[src/rtl/arbitrated_multiplexer.sv]
// arbitrated_multiplexer: N-input to one-output multiplexer with a registered valid/ready output stage
// Build option: define ARBITRATED_MULTIPLEXER_ROUND_ROBIN_EN for round-robin arbitration;
// otherwise control_signals fixes the selected input.
// Ports:
//   clk, reset      - clock and synchronous active-high reset
//   control_signals - input select (fixed-select build only)
//   data/data_valid - N input words with per-input valid
//   data_ready      - per-input ready, one-hot or zero
//   multiplexer_out - registered output word, qualified by out_valid
//   out_valid       - output holds an unconsumed word
//   out_ready       - downstream accepts the word
//   selected        - index of the input that supplied multiplexer_out
module arbitrated_multiplexer #(
    parameter int SELECT_WIDTH = 1,
    parameter int DATA_WIDTH   = 2
) (
    input  logic                        clk,
    input  logic                        reset,
    input  logic [SELECT_WIDTH-1:0]     control_signals,
    input  logic [DATA_WIDTH-1:0]       data [2**SELECT_WIDTH-1:0],
    input  logic [2**SELECT_WIDTH-1:0]  data_valid,
    output logic [2**SELECT_WIDTH-1:0]  data_ready,
    output logic [DATA_WIDTH-1:0]       multiplexer_out,
    output logic                        out_valid,
    input  logic                        out_ready,
    output logic [SELECT_WIDTH-1:0]     selected
);
    localparam int N = 2**SELECT_WIDTH;

    logic                    r_valid;
    logic [DATA_WIDTH-1:0]   r_out;
    logic [SELECT_WIDTH-1:0] r_sel;
    logic                    w_load;
    logic                    w_any;
    logic                    w_hs;
    logic [SELECT_WIDTH-1:0] w_g;

    assign w_load = !r_valid || out_ready;

`ifdef ARBITRATED_MULTIPLEXER_ROUND_ROBIN_EN
    logic [SELECT_WIDTH-1:0] r_ptr;
    logic [SELECT_WIDTH-1:0] w_idx;

    // Scan offsets from far to near so the nearest valid input after the pointer wins;
    // the offset N truncates to zero, i.e. the pointer itself is tried last.
    always_comb begin
        w_g   = '0;
        w_any = 1'b0;
        w_idx = '0;
        for (int i = N; i >= 1; i--) begin
            w_idx = r_ptr + SELECT_WIDTH'(i);
            if (data_valid[w_idx]) begin
                w_g   = w_idx;
                w_any = 1'b1;
            end
        end
    end

    always_ff @(posedge clk) begin
        if (reset)
            r_ptr <= SELECT_WIDTH'(N - 1);
        else if (w_hs)
            r_ptr <= w_g;
    end
`else
    assign w_g   = control_signals;
    assign w_any = data_valid[w_g];
`endif

    assign w_hs       = !reset && w_load && w_any;
    assign data_ready = w_hs ? (N'(1) << w_g) : '0;

    always_ff @(posedge clk) begin
        if (reset) begin
            r_valid <= 1'b0;
            r_out   <= '0;
            r_sel   <= '0;
        end else if (w_hs) begin
            r_valid <= 1'b1;
            r_out   <= data[w_g];
            r_sel   <= w_g;
        end else if (w_load) begin
            r_valid <= 1'b0;
        end
    end

    assign out_valid       = r_valid;
    assign multiplexer_out = r_out;
    assign selected        = r_sel;
endmodule

[config.mk]
export PLATFORM = sky130hd
export DESIGN_NAME = arbitrated_multiplexer
export DESIGN_NICKNAME = d
export VERILOG_FILES = /design/src/rtl/arbitrated_multiplexer.sv
export SDC_FILE = /design/constraint.sdc
export NUM_CORES = 1
export LEC_CHECK = 0
export BUFFER_PORTS_ARGS = -buffer_cell sky130_fd_sc_hd__buf_2
export CORE_AREA = 10 10 47 49
export CTS_CLUSTER_DIAMETER = 200
export DETAILED_ROUTE_END_ITERATION = 6
export DIE_AREA = 0 0 57 59
export PLACE_DENSITY = 0.43
export SLEW_MARGIN = 20
export SYNTH_ARGS = -nofsm -noshare
export SYNTH_HDL_FRONTEND = slang
export SYNTH_SLANG_ARGS = --single-unit
[constraint.sdc]
create_clock -name clk -period 1.08 [get_ports clk]
set_input_delay 0.054 -clock clk [delete_from_list [all_inputs] [get_ports clk]]
set_output_delay 0.054 -clock clk [all_outputs]
set_load 0.05 [all_outputs]
==> tab_implementation.tex, run 1 <==
\begin{tabular}{lr}
\hline
Metric & Value \\
\hline
\multicolumn{2}{l}{\textbf{Clock tree}} \\
Clk sink count & 4 \\
Maximum count of clock buffers along a single path & 2 \\
Later-pin clock latency in the skew report & 0.24 ns \\
Inserted Clock Buffers & 3 \\
H-tree level count & 1 \\
Clock edge transition at the registers on the reported setup and hold paths & 0.04 ns \\
CTS Root Buffer Type & sky130\_fd\_sc\_hd\_\_clkbuf\_4 \\
TritonCTS clock tree & built \\
\multicolumn{2}{l}{\textbf{Timing}} \\
Number of max-slew violations in the final report & 0 \\
Final critical-path share of the clock period & 103\% \\
Slew at the pin closest to its max-slew limit & 0.333 ns \\
Clock Skew & 0.00602 ns \\
Relative max-transition margin & 77.3\% \\
Shortest period the worst path allows & 1.11 ns \\
Minimum setup slack in the final design & -0.0276 ns \\
Post-Route Setup TNS & -0.0567 ns \\
Setup repair after global routing missed its margin & true \\
Achievable frequency & 0.903 GHz \\
Endpoints failing setup & 3 \\
Total count of hold-check failures in the final report & 0 \\
\multicolumn{2}{l}{\textbf{Layout}} \\
Final layout net count & 55 \\
Most frequent cells in the layout & sky130\_fd\_sc\_hd\_\_buf\_2 (13), sky130\_fd\_sc\_hd\_\_buf\_4 (4), sky130\_fd\_sc\_hd\_\_o211ai\_1 (3), sky130\_fd\_sc\_hd\_\_clkbuf\_4 (3), sky130\_fd\_sc\_hd\_\_dfxtp\_1 (3) \\
Share of final-layout standard cells stronger than drive strength 1 & 61.4\% \\
Final design instance area without fill & 398 µm² \\
Area growth from synthesis to layout & 86.0\% \\
Diodes inserted & 0 \\
Leading cell type in the layout, fill and taps excluded & sky130\_fd\_sc\_hd\_\_buf\_2 \\
Fill cell instance count of the final layout & 164 \\
\multicolumn{2}{l}{\textbf{Die}} \\
Die area & 3360 µm² \\
Vert. Die Dim & 59 µm \\
IO Count & 16 \\
Starting density of the core & 15.3\% \\
Core area & 1400 µm² \\
Die Width & 57 µm \\
Placement row count & 14 \\
\multicolumn{2}{l}{\textbf{Hold path}} \\
Worst hold-check path type & input port to flip-flop \\
Critical hold path startpoint & reset \\
\multicolumn{2}{l}{\textbf{Routing}} \\
Final wirelength & 648 µm \\
Mean routed wirelength per cell & 10.8 µm \\
Number of vias per cell & 4.25 \\
Number of routed nets with antenna violations & 0 \\
DRC & 0 \\
Starting DRT DRC Count & 10 \\
1st-pass router iterations & 4 \\
Count of vias placed by the detailed router & 255 \\
\multicolumn{2}{l}{\textbf{Logic synthesis}} \\
Synthesized instance count & 22 \\
Cell variety after synth & 13 \\
Yosys warns & 0 \\
Sequential share of the synthesized area & 37.4\% \\
Share of Yosys cell area claimed by the top area cell type & 37.4\% \\
Cell type with the largest total area after synthesis & sky130\_fd\_sc\_hd\_\_dfxtp\_1 \\
Seq cells post-synth & 4 \\
Avg Synthesized Cell Area & 9.73 µm² \\
Area of the mapped netlist & 214 µm² \\
Cell types with the largest area share after synthesis & sky130\_fd\_sc\_hd\_\_dfxtp\_1 (37\%), sky130\_fd\_sc\_hd\_\_o211ai\_1 (11\%), sky130\_fd\_sc\_hd\_\_mux2i\_1 (9.4\%) \\
Post-synthesis net count & 32 \\
\multicolumn{2}{l}{\textbf{Global routing}} \\
GRT overflow & 0 \\
Global-route wire length before repair & 1070 µm \\
Maximum number of pins on one net before global-route repair & 6 \\
Vias in the first global route & 270 \\
Overall fraction of global-route tracks in use & 4.40\% \\
Antenna violations before repair & 0 \\
\multicolumn{2}{l}{\textbf{Setup path}} \\
Cell-by-cell listing of the critical path & nor2b\_4 -> or4\_1 -> nand2\_1 \\
Element type at the critical path start & flip-flop \\
Largest fanout on the critical path & 4 \\
Reg-to-reg critical path startpoint & out\_valid \\
Delay of the slowest cell on the worst path & 0.51 ns \\
Required @ worst endpoint & 1.26 ns \\
Crit. End Element & flip-flop \\
Arrival time worst endpoint & 1.28 ns \\
Slowest stage cell on the critical path & sky130\_fd\_sc\_hd\_\_or4\_1 \\
Origin of the worst setup path & out\_valid \\
Critical Setup Path Class & flip-flop to flip-flop \\
\multicolumn{2}{l}{\textbf{Job}} \\
Number of maximum-capacitance constraint violations & 0 \\
\multicolumn{2}{l}{\textbf{Place}} \\
Number of buffers inserted by port buffering & 15 \\
Area post-placement & 348 µm² \\
Final estimated routing congestion in global placement & 0.733 \\
\multicolumn{2}{l}{\textbf{Status}} \\
Failing checks & setup timing \\
Outcome & finished with violations \\
\multicolumn{2}{l}{\textbf{Power and ir drop}} \\
Static Leak & 0.196 nW \\
Pwr Density & 1300 nW/µm² \\
Worst ir drop on vdd & 293 µV \\
\hline
\end{tabular}
[final timing paths]
path	endpoint	slack [ns]	cells after the start
worst max-delay path	multiplexer_out[1]	-0.03	3
worst max register to register	multiplexer_out[1]	-0.03	3
worst min-delay path	out_valid	0.05	2
worst min register to register	multiplexer_out[1]	0.49	2
[report_power, final]
part	internal (mW)	leakage (nW)	switching (mW)	total, mW
Sequential	0.160	0.0336	0.00630	0.166
Combinational	0.0599	0.147	0.0926	0.152
Clock	0.139	0.0150	0.0619	0.201
[cell type report]
cell class                 count  area [µm²]  area share, %
tap                           16        20.0           5.03
clock buffer                   4        26.3           6.60
timing repair buffer          19         121           30.5
sequential                     4        83.8           21.1
inverter                       1        3.75          0.943
multi-input combinational     16         143           35.8
[kinds of logic after synthesis]
logic type | Yosys count | share of synthesized area [%]
and+or+nand+nor | 9 | 26.9
AOI/OAI and AO/OA | 4 | 12.9
DFF | 4 | 37.4
muxes | 3 | 15.8
buffers and inverters | 2 | 7.02
[worst max-delay path, delay by kind of cell (launching register included)]
family           cells  cell delay (ns)
DFF                  1             0.33
and+or+nand+nor      3             0.71
[registers in the layout, summed over array words and instances, names as in the netlist]
signal           count
multiplexer_out      2
out_valid            1
selected             1
[cell usage after synthesis]
| master | n |
|---|---|
| sky130_fd_sc_hd__dfxtp_1 | 4 |
| sky130_fd_sc_hd__o211ai_1 | 3 |
| sky130_fd_sc_hd__mux2i_1 | 2 |
| sky130_fd_sc_hd__nand2_1 | 2 |
| sky130_fd_sc_hd__nand2b_1 | 2 |
| sky130_fd_sc_hd__or4_1 | 2 |
| sky130_fd_sc_hd__a21oi_1 | 1 |
| sky130_fd_sc_hd__and4_2 | 1 |
| sky130_fd_sc_hd__buf_6 | 1 |
| sky130_fd_sc_hd__inv_1 | 1 |
| sky130_fd_sc_hd__mux2i_2 | 1 |
| sky130_fd_sc_hd__nor2b_1 | 1 |
| sky130_fd_sc_hd__nor4_1 | 1 |
[what timing repair did]
action	CTS	global route
hold buffers	0	0
setup buffers	1	0
cloned	0	0
gates resized for setup	5	0
pin swaps	0	2
endpoints found under the setup margin	2	4
[metal layers]
metal / share of wire (%) / GRT usage, % / vias to the layer above
met2: 41 / 4.65 / 15
met1: 43 / 4.14 / 110
li1: - / - / 128
met5: 0 / 0 / -
met3: 13 / 3.43 / 2
met4: 3.2 / 7.05 / 0
[stage by stage]
stage	cells	hold slack, ns	utilization [%]	total power [mW]	setup WS [ns]
after floorplan	22	0.113	-	0.265	-0.0505
after CTS	60	0.0408	28.4	0.531	-0.0348
final	60	0.0518	28.4	0.519	-0.0276
after global routing	60	0.0482	28.4	0.550	-0.0757
after detailed placement	55	0.295	24.8	0.314	0.0213
after global placement	55	0.297	24.8	0.314	0.0127
Note: power is estimated with default switching activity, not from simulation.
==> run 2, diff against run 1 <==
ABC_AREA = 1   (was unset)
PLACE_DENSITY = unset   (was 0.43)
==> run 2 against run 1 <==
The run still ends with setup timing left. Area after synthesis rose by 20%. Critical path depth is 1 higher. Clock power rose by 4%. Core utilization up 4.4 points. Sequential share of layout area fell by 2.8 points. Sequential power up 2%. First-iteration DRC count decreased by 70%. Global-route usage barely moved. Non-clock buffer count down 2. Worst setup slack worse by 0.024 ns.
==> tab_implementation.tex, run 2 <==
\begin{tabular}{lr}
\hline
Metric & Value \\
\hline
\multicolumn{2}{l}{\textbf{Layout}} \\
Area growth from synthesis to layout & 79.0\% \\
Leading cell type in the layout, fill and taps excluded & sky130\_fd\_sc\_hd\_\_buf\_2 \\
Final design instance area without fill & 459 µm² (+15\%) \\
Diodes inserted & 0 (unchanged) \\
Most frequent cells in the layout & sky130\_fd\_sc\_hd\_\_buf\_2 (13), sky130\_fd\_sc\_hd\_\_nand2\_1 (11), sky130\_fd\_sc\_hd\_\_nor2\_1 (10), sky130\_fd\_sc\_hd\_\_inv\_1 (9) \\
Number of flip-flops under the largest register name & 2 (unchanged) \\
Final layout net count & 78 (+42\%) \\
Share of final-layout standard cells stronger than drive strength 1 & 46.3\% (-15 points) \\
Fill cell instance count of the final layout & 163 (-0.61\%) \\
\multicolumn{2}{l}{\textbf{Routing}} \\
Final wirelength & 747 µm (+15\%) \\
Mean routed wirelength per cell & 9.00 µm (-17\%) \\
1st-pass router iterations & 4 (unchanged) \\
DRC & 0 (unchanged) \\
Number of vias per cell & 3.99 (-6.2\%) \\
Number of routed nets with antenna violations & 0 (unchanged) \\
Count of vias placed by the detailed router & 331 (+30\%) \\
Starting DRT DRC Count & 3 (-7) \\
\multicolumn{2}{l}{\textbf{Clock tree}} \\
Clock edge transition at the registers on the reported setup and hold paths & 0.04 ns (about the same) \\
Clk sink count & 4 (unchanged) \\
CTS Root Buffer Type & sky130\_fd\_sc\_hd\_\_clkbuf\_4 \\
Cts-stage hold buffer count & 0 (unchanged) \\
Inserted Clock Buffers & 3 (unchanged) \\
H-tree level count & 1 (unchanged) \\
Later-pin clock latency in the skew report & 0.24 ns (about the same) \\
TritonCTS clock tree & built \\
Maximum count of clock buffers along a single path & 2 (unchanged) \\
\multicolumn{2}{l}{\textbf{Logic synthesis}} \\
Cell variety after synth & 10 (-3) \\
Post-synth EDFFs & 0 (unchanged) \\
Ys async rst share & 0\% (unchanged) \\
Most frequent cell after synthesis & sky130\_fd\_sc\_hd\_\_nand2\_1 \\
Avg Synthesized Cell Area & 5.58 µm² (-43\%) \\
Share of Yosys cell area claimed by the top area cell type & 31.2\% (-6.2 points) \\
Cell types with the largest area share after synthesis & sky130\_fd\_sc\_hd\_\_dfxtp\_1 (31\%), sky130\_fd\_sc\_hd\_\_nand2\_1 (19\%), sky130\_fd\_sc\_hd\_\_inv\_1 (15\%) \\
Most common library cells after synthesis & sky130\_fd\_sc\_hd\_\_nand2\_1 (13), sky130\_fd\_sc\_hd\_\_inv\_1 (10), sky130\_fd\_sc\_hd\_\_nor2\_1 (10) \\
Yosys warns & 0 (unchanged) \\
Cell type with the largest total area after synthesis & sky130\_fd\_sc\_hd\_\_dfxtp\_1 \\
Main flop type after synthesis & sky130\_fd\_sc\_hd\_\_dfxtp\_1 \\
Seq cells post-synth & 4 (unchanged) \\
Area of the mapped netlist & 256 µm² (+20\%) \\
Synthesized instance count & 46 (+110\%) \\
Sequential share of the synthesized area & 31.2\% (-6.2 points) \\
Post-synthesis net count & 56 (+75\%) \\
\multicolumn{2}{l}{\textbf{Hold path}} \\
Worst hold-check path type & input port to flip-flop \\
Cell depth of the worst min-delay path & 4 (+2) \\
Critical hold path startpoint & reset \\
Hold worst-path end & out\_valid \\
\multicolumn{2}{l}{\textbf{Place}} \\
Final estimated routing congestion in global placement & 0.748 (+2.1\%) \\
Pre-CTS WS & -0.0156 ns (-0.0369 ns) \\
DP HPWL & 627 µm \\
Area post-placement & 388 µm² (+12\%) \\
Number of buffers inserted by port buffering & 15 (unchanged) \\
\multicolumn{2}{l}{\textbf{Timing}} \\
Clock Skew & 0.00899 ns (+0.00297 ns) \\
Min Hold Slack & 0.177 ns (+0.126 ns) \\
Slew at the pin closest to its max-slew limit & 0.254 ns (-0.0791 ns) \\
Final critical-path share of the clock period & 105\% (+2.3 points) \\
Relative max-transition margin & 83.2\% (+5.8 points) \\
Post-Route Setup TNS & -0.0975 ns (-0.0408 ns) \\
Setup repair after global routing missed its margin & true \\
Total count of hold-check failures in the final report & 0 (unchanged) \\
Endpoints failing setup & 2 (-1) \\
Number of max-slew violations in the final report & 0 (unchanged) \\
Shortest period the worst path allows & 1.13 ns (+0.0245 ns) \\
Achievable frequency & 0.883 GHz (-2.2\%) \\
Minimum setup slack in the final design & -0.0521 ns (-0.0245 ns) \\
\multicolumn{2}{l}{\textbf{Power and ir drop}} \\
Pwr Density & 1230 nW/µm² (-5.9\%) \\
Power after layout & 0.564 mW (+8.6\%) \\
Worst ir drop on vdd & 329 µV (+12\%) \\
Static Leak & 0.270 nW (+38\%) \\
\multicolumn{2}{l}{\textbf{Global routing}} \\
Global-route wire length before repair & 1250 µm (+17\%) \\
GRT overflow & 0 (unchanged) \\
Global-route layer with the greatest usage & met2 \\
Maximum number of pins on one net before global-route repair & 8 (+2) \\
Met1 global-route usage & 3.46\% (-0.67 points) \\
Vias in the first global route & 351 (+30\%) \\
Antenna violations before repair & 0 (unchanged) \\
Met2 global-route usage & 8.68\% (+4.0 points) \\
Global routing met3 resource utilization & 1.72\% (-1.7 points) \\
Overall fraction of global-route tracks in use & 4.42\% (+0.017 points) \\
\multicolumn{2}{l}{\textbf{Die}} \\
Vert. Die Dim & 59 µm (unchanged) \\
Die area & 3360 µm² (unchanged) \\
IO Count & 16 (unchanged) \\
Placement row count & 14 (unchanged) \\
Starting density of the core & 18.3\% (+3.0 points) \\
Die Width & 57 µm (unchanged) \\
Core area & 1400 µm² (unchanged) \\
\multicolumn{2}{l}{\textbf{Setup path}} \\
Worst-case register-to-register setup slack & 0.09 ns (+0.12 ns) \\
Arrival time worst endpoint & 1.08 ns (-0.20 ns) \\
Required @ worst endpoint & 1.03 ns (-0.23 ns) \\
Critical Setup Path Class & flip-flop to primary output \\
Largest fanout on the critical path & 3 (-1) \\
Reg-to-reg critical path startpoint & out\_valid \\
Worst r2r dst & multiplexer\_out[0] \\
Crit. End Element & primary output \\
Worst Reg-to-Reg Cells & 6 (+3) \\
Element type at the critical path start & flip-flop \\
\multicolumn{2}{l}{\textbf{Job}} \\
Number of maximum-capacitance constraint violations & 0 (unchanged) \\
\multicolumn{2}{l}{\textbf{Status}} \\
Failing checks & setup timing \\
Outcome & finished with violations \\
\hline
\end{tabular}
-- run 2: worst max-delay path, cell delays in order (launching register included) --
cell and delay (ns):
sky130_fd_sc_hd__dfxtp_4 0.35, sky130_fd_sc_hd__a21oi_4 0.13, sky130_fd_sc_hd__nand3_2 0.11, sky130_fd_sc_hd__clkinvlp_4 0.10
sky130_fd_sc_hd__buf_8 0.14
-- run 2: cell families (layout without fill, tap and decap cells) --
family	Yosys count	in the layout	synth area share, %
buffers and inverters	11	32	16.1
AND/OR/NAND/NOR	30	30	50.7
AO/OA/AOI/OAI	1	1	1.95
flip-flops	4	4	31.2
-- run 2: what timing repair did --
action,CTS,global route
gates resized for setup,9,0
setup endpoints to repair,2,2
pin swaps,3,3
setup buffers,1,0
cloned,0,0
-- run 2: through the flow --
stage	cells	utilization, %
6_report	83	32.8
5_1_grt	83	32.8
4_1_cts	83	32.8
3_5_place_dp	78	27.7
3_3_place_gp	78	27.7
2_1_floorplan	46	-
-- run 2: worst max path at each step --
stage / from / endpoint / slack [ns] / cells after the start
floorplan: out_valid / data_ready[1] / -0.01 / 3
global placement: out_valid / data_ready[0] / 0.05 / 4
detailed placement: out_valid / data_ready[0] / -0.02 / 4
CTS: out_valid / data_ready[0] / -0.06 / 4
global route: out_valid / data_ready[0] / -0.1 / 4
finish: out_valid / data_ready[0] / -0.05 / 4
-- run 2: layout make-up --
cell class	count	area (µm²)	share of cell area, %
flip-flops and latches	4	83.8	18.3
inverters	11	45.0	9.81
well taps	16	20.0	4.36
clock buffers	4	26.3	5.72
multi-input cells	31	178	38.7
repair buffers	17	106	23.2
-- run 2: per-layer routing --
layer	routed length (µm)	vias up
met4	0	0
met5	0	-
met1	260	148
li1	-	174
met3	60	0
met2	426	9
-- run 2: power by group --
| group | internal [mW] | switching [mW] |
|---|---|---|
| registers | 0.161 | 0.00905 |
| logic | 0.0632 | 0.122 |
| clock network | 0.139 | 0.0698 |
